===== config.mk =====
export PLATFORM = sky130hd
export DESIGN_NAME = tictactoe_game_fsm
export DESIGN_NICKNAME = d
export VERILOG_FILES = /design/src/rtl/tictactoe_pkg.sv /design/src/rtl/tictactoe_win_check.sv /design/src/rtl/tictactoe_game_fsm.sv
export SDC_FILE = /design/constraint.sdc
export NUM_CORES = 1
export LEC_CHECK = 0
export BUFFER_PORTS_ARGS = -buffer_cell sky130_fd_sc_hd__buf_2
export CAP_MARGIN = 20
export CORE_ASPECT_RATIO = 1.75
export CORE_UTILIZATION = 35
export DETAILED_ROUTE_END_ITERATION = 8
export GPL_TIMING_DRIVEN = 0
export PLACE_DENSITY = 0.61
export SLEW_MARGIN = 30
export SYNTH_ARGS = -nofsm -noshare
export SYNTH_HDL_FRONTEND = slang
export SYNTH_SLANG_ARGS = --single-unit

===== constraint.sdc =====
create_clock -name clk -period 6.2 [get_ports clk]
set_input_delay 0.31 -clock clk [delete_from_list [all_inputs] [get_ports clk]]
set_output_delay 0.31 -clock clk [all_outputs]
set_load 0.02 [all_outputs]

===== src/rtl/tictactoe_pkg.sv =====
// Shared types and lookup tables for the tic-tac-toe game sequencer.
// Cell codes, FSM states, screen edge tables and the eight winning lines.
package tictactoe_pkg;

   typedef enum logic [1:0] {
      EMPTY  = 2'b00,
      MARK_X = 2'b01,
      MARK_O = 2'b10
   } cell_t;

   typedef enum logic [1:0] {
      PLAY,
      CHECK,
      WIN,
      DRAW
   } state_t;

   localparam logic [15:0] X_EDGE [0:3] = '{
      16'd0, 16'd213, 16'd426, 16'd640
   };

   localparam logic [9:0] Y_EDGE [0:3] = '{
      10'd0, 10'd160, 10'd320, 10'd480
   };

   localparam logic [3:0] WIN_LINES [8][3] = '{
      '{4'd0, 4'd1, 4'd2},
      '{4'd3, 4'd4, 4'd5},
      '{4'd6, 4'd7, 4'd8},
      '{4'd0, 4'd3, 4'd6},
      '{4'd1, 4'd4, 4'd7},
      '{4'd2, 4'd5, 4'd8},
      '{4'd0, 4'd4, 4'd8},
      '{4'd2, 4'd4, 4'd6}
   };

   function automatic logic [3:0] cellIdx(
      input logic [1:0] row,
      input logic [1:0] col
   );
      return ({2'b00, row} * 4'd3) + {2'b00, col};
   endfunction

endpackage


===== src/rtl/tictactoe_win_check.sv =====
// Combinational line detector: lineHit is set when any row, column or
// diagonal of board holds mark in all three cells.
module tictactoe_win_check
   import tictactoe_pkg::*;
(
   input  cell_t board [9],
   input  cell_t mark,
   output logic  lineHit
);

   always_comb begin
      lineHit = 1'b0;
      for (int i = 0; i < 8; i++) begin
         if (board[WIN_LINES[i][0]] == mark &&
             board[WIN_LINES[i][1]] == mark &&
             board[WIN_LINES[i][2]] == mark)
            lineHit = 1'b1;
      end
   end

endmodule


===== src/rtl/tictactoe_game_fsm.sv =====
// Tic-tac-toe game sequencer: board, cursor, turns, turn timer, win/draw.
// Ports: clk/rst, btn_* pulses in; pos1..pos9, sel_* rectangle, turn, winner, game_over out.
module tictactoe_game_fsm
   import tictactoe_pkg::*;
#(
   parameter logic [31:0] TURN_CYCLES = 32'd0
) (
   input  logic        clk,
   input  logic        rst,
   input  logic        btn_up,
   input  logic        btn_down,
   input  logic        btn_left,
   input  logic        btn_right,
   input  logic        btn_place,
   output logic [1:0]  pos1,
   output logic [1:0]  pos2,
   output logic [1:0]  pos3,
   output logic [1:0]  pos4,
   output logic [1:0]  pos5,
   output logic [1:0]  pos6,
   output logic [1:0]  pos7,
   output logic [1:0]  pos8,
   output logic [1:0]  pos9,
   output logic [15:0] sel_startX,
   output logic [15:0] sel_endX,
   output logic [9:0]  sel_startY,
   output logic [9:0]  sel_endY,
   output logic        turn,
   output logic [1:0]  winner,
   output logic        game_over
);

   state_t      state;
   cell_t       board [9];
   logic [1:0]  row;
   logic [1:0]  col;
   logic [31:0] timer;

   logic [1:0]  nextRow;
   logic [1:0]  nextCol;
   logic [3:0]  curIdx;
   logic [3:0]  emptyIdx;
   logic [3:0]  placeIdx;
   logic        found;
   logic        full;
   logic        autoFire;
   logic        doPlace;
   logic        lineHit;
   cell_t       mark;

   assign pos1 = board[0];
   assign pos2 = board[1];
   assign pos3 = board[2];
   assign pos4 = board[3];
   assign pos5 = board[4];
   assign pos6 = board[5];
   assign pos7 = board[6];
   assign pos8 = board[7];
   assign pos9 = board[8];

   assign mark   = turn ? MARK_O : MARK_X;
   assign curIdx = cellIdx(row, col);

   tictactoe_win_check uWinCheck (
      .board   (board),
      .mark    (mark),
      .lineHit (lineHit)
   );

   always_comb begin
      emptyIdx = 4'd0;
      found    = 1'b0;
      full     = 1'b1;
      for (int i = 0; i < 9; i++) begin
         if (board[i] == EMPTY) begin
            full = 1'b0;
            if (!found) begin
               emptyIdx = 4'(i);
               found    = 1'b1;
            end
         end
      end
   end

   // The timeout only fires when the player did not press place that cycle.
   assign autoFire = (TURN_CYCLES != 32'd0) &&
                     (timer == TURN_CYCLES - 32'd1) &&
                     !btn_place;

   assign placeIdx = btn_place ? curIdx : emptyIdx;

   assign doPlace = (state == PLAY) &&
                    ((btn_place && board[curIdx] == EMPTY) ||
                     autoFire);

   always_comb begin
      nextRow = row;
      nextCol = col;
      if (state == PLAY && !btn_place && !autoFire) begin
         if (btn_up)
            nextRow = (row == 2'd0) ? 2'd2 : row - 2'd1;
         else if (btn_down)
            nextRow = (row == 2'd2) ? 2'd0 : row + 2'd1;
         else if (btn_left)
            nextCol = (col == 2'd0) ? 2'd2 : col - 2'd1;
         else if (btn_right)
            nextCol = (col == 2'd2) ? 2'd0 : col + 2'd1;
      end
   end

   always_ff @(posedge clk) begin
      if (rst) begin
         state      <= PLAY;
         for (int i = 0; i < 9; i++)
            board[i] <= EMPTY;
         row        <= 2'd0;
         col        <= 2'd0;
         sel_startX <= X_EDGE[0];
         sel_endX   <= X_EDGE[1];
         sel_startY <= Y_EDGE[0];
         sel_endY   <= Y_EDGE[1];
         turn       <= 1'b0;
         winner     <= 2'b00;
         game_over  <= 1'b0;
         timer      <= 32'd0;
      end else begin
         unique case (state)
            PLAY: begin
               row        <= nextRow;
               col        <= nextCol;
               sel_startX <= X_EDGE[nextCol];
               sel_endX   <= X_EDGE[nextCol + 2'd1];
               sel_startY <= Y_EDGE[nextRow];
               sel_endY   <= Y_EDGE[nextRow + 2'd1];
               timer      <= timer + 32'd1;
               if (doPlace) begin
                  board[placeIdx] <= mark;
                  state           <= CHECK;
               end
            end
            CHECK: begin
               if (lineHit) begin
                  winner    <= mark;
                  game_over <= 1'b1;
                  state     <= WIN;
               end else if (full) begin
                  game_over <= 1'b1;
                  state     <= DRAW;
               end else begin
                  turn  <= ~turn;
                  timer <= 32'd0;
                  state <= PLAY;
               end
            end
            WIN, DRAW: begin
               if (btn_place) begin
                  for (int i = 0; i < 9; i++)
                     board[i] <= EMPTY;
                  row        <= 2'd0;
                  col        <= 2'd0;
                  sel_startX <= X_EDGE[0];
                  sel_endX   <= X_EDGE[1];
                  sel_startY <= Y_EDGE[0];
                  sel_endY   <= Y_EDGE[1];
                  turn       <= 1'b0;
                  winner     <= 2'b00;
                  game_over  <= 1'b0;
                  timer      <= 32'd0;
                  state      <= PLAY;
               end
            end
         endcase
      end
   end

endmodule


==> results.json <==
{
  "ant_nets": 0,
  "final_cell_mix": "buf_2, nand2_1, buf_4",
  "syn_avg_cell_area_sq_um": 8.03,
  "start_util_pct": 36.2,
  "ctsResizeCount": 0,
  "synth_top_area_share_pct": 28.8,
  "dpl.cell_count": 474,
  "drcViolationCount": 0,
  "diodes": 0,
  "core.rowCount": 40,
  "hp-start": "btn_place",
  "grt_max_degree": 13,
  "cts_root_buf": "clkbuf_16",
  "crit_family": "adder cells",
  "place.gp.congestion": 0.900,
  "yosysUniqueCellTypes": 54,
  "ir_worst_vdd_v": 0.000130,
  "coreArea_sq_mm": 0.00691,
  "async_flop_share_pct": 0,
  "synth_edf_count": 0,
  "yosys_warnings": 0,
  "mappedNetlistArea_sq_mm": 0.00250,
  "worstHoldPathType": "in2reg",
  "layout_commonest_cell": "buf_2",
  "post_drt_wl_per_cell_um": 13.6,
  "clk_pin_slew_ns": 0.06,
  "rsz0062_at_grt": "false",
  "synthCells": 311,
  "die_w_um": 65.9,
  "dr.pass1.iters": 4,
  "n_fill_cell": 715,
  "report.final.slew_viol_count": 0,
  "regToRegStartpoint": "sel_startY[6]$_SDFFE_PP0P_",
  "synthFlopType": "dfxtp_1",
  "start_kind": "register",
  "drive_gt1_share_pct": 31.7,
  "grt-ovfl-total": 0,
  "critPathMaxStageDelay_ns": 0.54,
  "nets": 414,
  "worstPathCellList": "fa_1, ha_1, fa_1, nor2_1, a221o_1, o21ai_2, or4b_1, buf_6, o21ai_2",
  "num_vias": 2395,
  "critPathSlowestCell": "dfxtp_1",
  "worstSetupEndpointType": "register",
  "powerDensity_mw_per_mm2": 250,
  "finalCriticalPeriod_ns": 3.06,
  "ys_seq_area_share_pct": 28.8,
  "ys_top_cells_by_area": "dfxtp_1, buf_4, nand2_1",
  "max_freq_mhz": 327,
  "track_usage_pct": 18.1,
  "clk-insertion-delay-late_ns": 0.28,
  "path_max_fanout": 8,
  "maxSlewHeadroom_pct": 51.8,
  "ctsHtreeMaxLevel": 2,
  "cap_violations": 0,
  "clockBufferDepth": 2,
  "grt_pass1_wl_um": 10300,
  "cp-startpoint": "sel_startY[6]$_SDFFE_PP0P_",
  "finalSetupViolCount": 0,
  "postCtsSetupBuffers": 0,
  "io_buffer_count": 56,
  "critical_path_class": "reg2reg",
  "fp.dieH_um": 114,
  "status": "finished clean",
  "finalHoldViolations": 0,
  "crit_buf_inv": 1,
  "p_total_mw": 0.786,
  "crit_required_ns": 6.42,
  "worstMarginPinSlew_ns": 0.723,
  "cp.arrival_ns": 3.27,
  "p_leak_nw": 1.45,
  "finalSetupTns_ns": 0,
  "area_growth_pct": 25.6,
  "vias_per_cell": 4.97,
  "fin_crit_sh_pct": 49.3,
  "cts_buffers": 5,
  "yosys.area.top_type": "dfxtp_1",
  "cts_tree": "yes",
  "yosys_register_bits": 36,
  "dpl.hpwl_um": 5120,
  "finalClockSkew_ns": 0.00355,
  "fin_cells": 482,
  "grt_pass1_vias": 2145,
  "antenna_found_initial": 0,
  "num_io_pins": 81,
  "routed_wl_um": 6550,
  "die_area_sq_mm": 0.00749,
  "drt-initial-drc-count": 106,
  "cts_hold_buf": 0,
  "clkSinkCount": 36
}
[path summary, 6_finish.rpt]
check	slack, ns	cells past startpoint	endpoint
setup / recovery	3.14	9	pos2[1]$_SDFFE_PP0P_
hold reg to reg	0.45	2	sel_startX[9]$_SDFFE_PP0P_
hold / removal	0.41	3	pos9[0]$_SDFFE_PP0P_
setup reg to reg	3.14	9	pos2[1]$_SDFFE_PP0P_
[worst min-delay path: cells and delay by family]
family                 cells  cell delay (ns)
AOI/OAI and AO/OA          2             0.20
buffers and inverters      1             0.13
[state kept, by name, indices dropped and copies added, names as in the netlist]
name / flops
sel_startX: 4
col: 2
pos1: 2
pos2: 2
pos3: 2
pos4: 2
pos5: 2
pos6: 2
pos7: 2
pos8: 2
pos9: 2
sel_endX: 2
sel_endY: 2
state: 2
winner: 2
game_over: 1
row: 1
sel_startY: 1
turn: 1
[layer usage]
layer	vias up	track usage, %	wire [um]
met4	0	9.28	256
li1	1203	-	-
met1	1084	18.2	2420
met2	88	34.4	3580
met3	20	2.80	289
met5	-	0	0
[synthesized netlist by cell type (6+ instances only)]
cell and n:
a21oi_1 13, buf_4 42, clkbuf_1 6, dfxtp_1 36, ha_1 8, inv_1 8
nand2_1 43, nand2b_1 17, nor2_1 21, o21ai_1 11, o21ai_2 9, o22ai_1 14
or3_1 6
[metrics by stage]
step                      util, %  hold WS [ns]  instance area (sq um)  setup slack (ns)
after floorplan                 -         0.474                   2580              3.27
after CTS                    45.4         0.416                   3140              3.15
after detailed placement     43.0         0.447                   2970              3.17
after global routing         45.4         0.433                   3140              2.99
after global placement       43.0         0.443                   2970              3.19
final                        45.4         0.412                   3140              3.14
[power by group]
part / switching [mW] / total (mW) / internal, mW / leakage [nW]
clock network: 0.0969 / 0.286 / 0.189 / 0.0798
registers: 0.0216 / 0.267 / 0.246 / 0.292
logic: 0.140 / 0.233 / 0.0925 / 1.08
[final cells by class]
type / instances / area, sq um / area share (%)
multi-input combinational: 238 / 1470 / 46.9
clock buffer: 5 / 125 / 3.99
buffer: 52 / 363 / 11.6
timing repair buffer: 56 / 280 / 8.93
tap: 84 / 105 / 3.35
clock inverter: 3 / 42.5 / 1.36
sequential: 36 / 721 / 23.0
inverter: 8 / 30.0 / 0.957
[kinds of logic (layout without fill, tap and decap cells)]
group | Yosys count | in the layout | synth area share [%]
and+or+nand+nor | 119 | 119 | 24.5
muxes | 5 | 5 | 3.30
AOI/OAI and AO/OA | 78 | 78 | 21.1
buffers and inverters | 60 | 124 | 15.7
xor gates and xnor gates | 2 | 2 | 0.701
DFF | 36 | 36 | 28.8
other | 1 | 24 | 0.150
adders and majority gates | 10 | 10 | 5.61
Note: power is estimated with default switching activity, not from simulation.
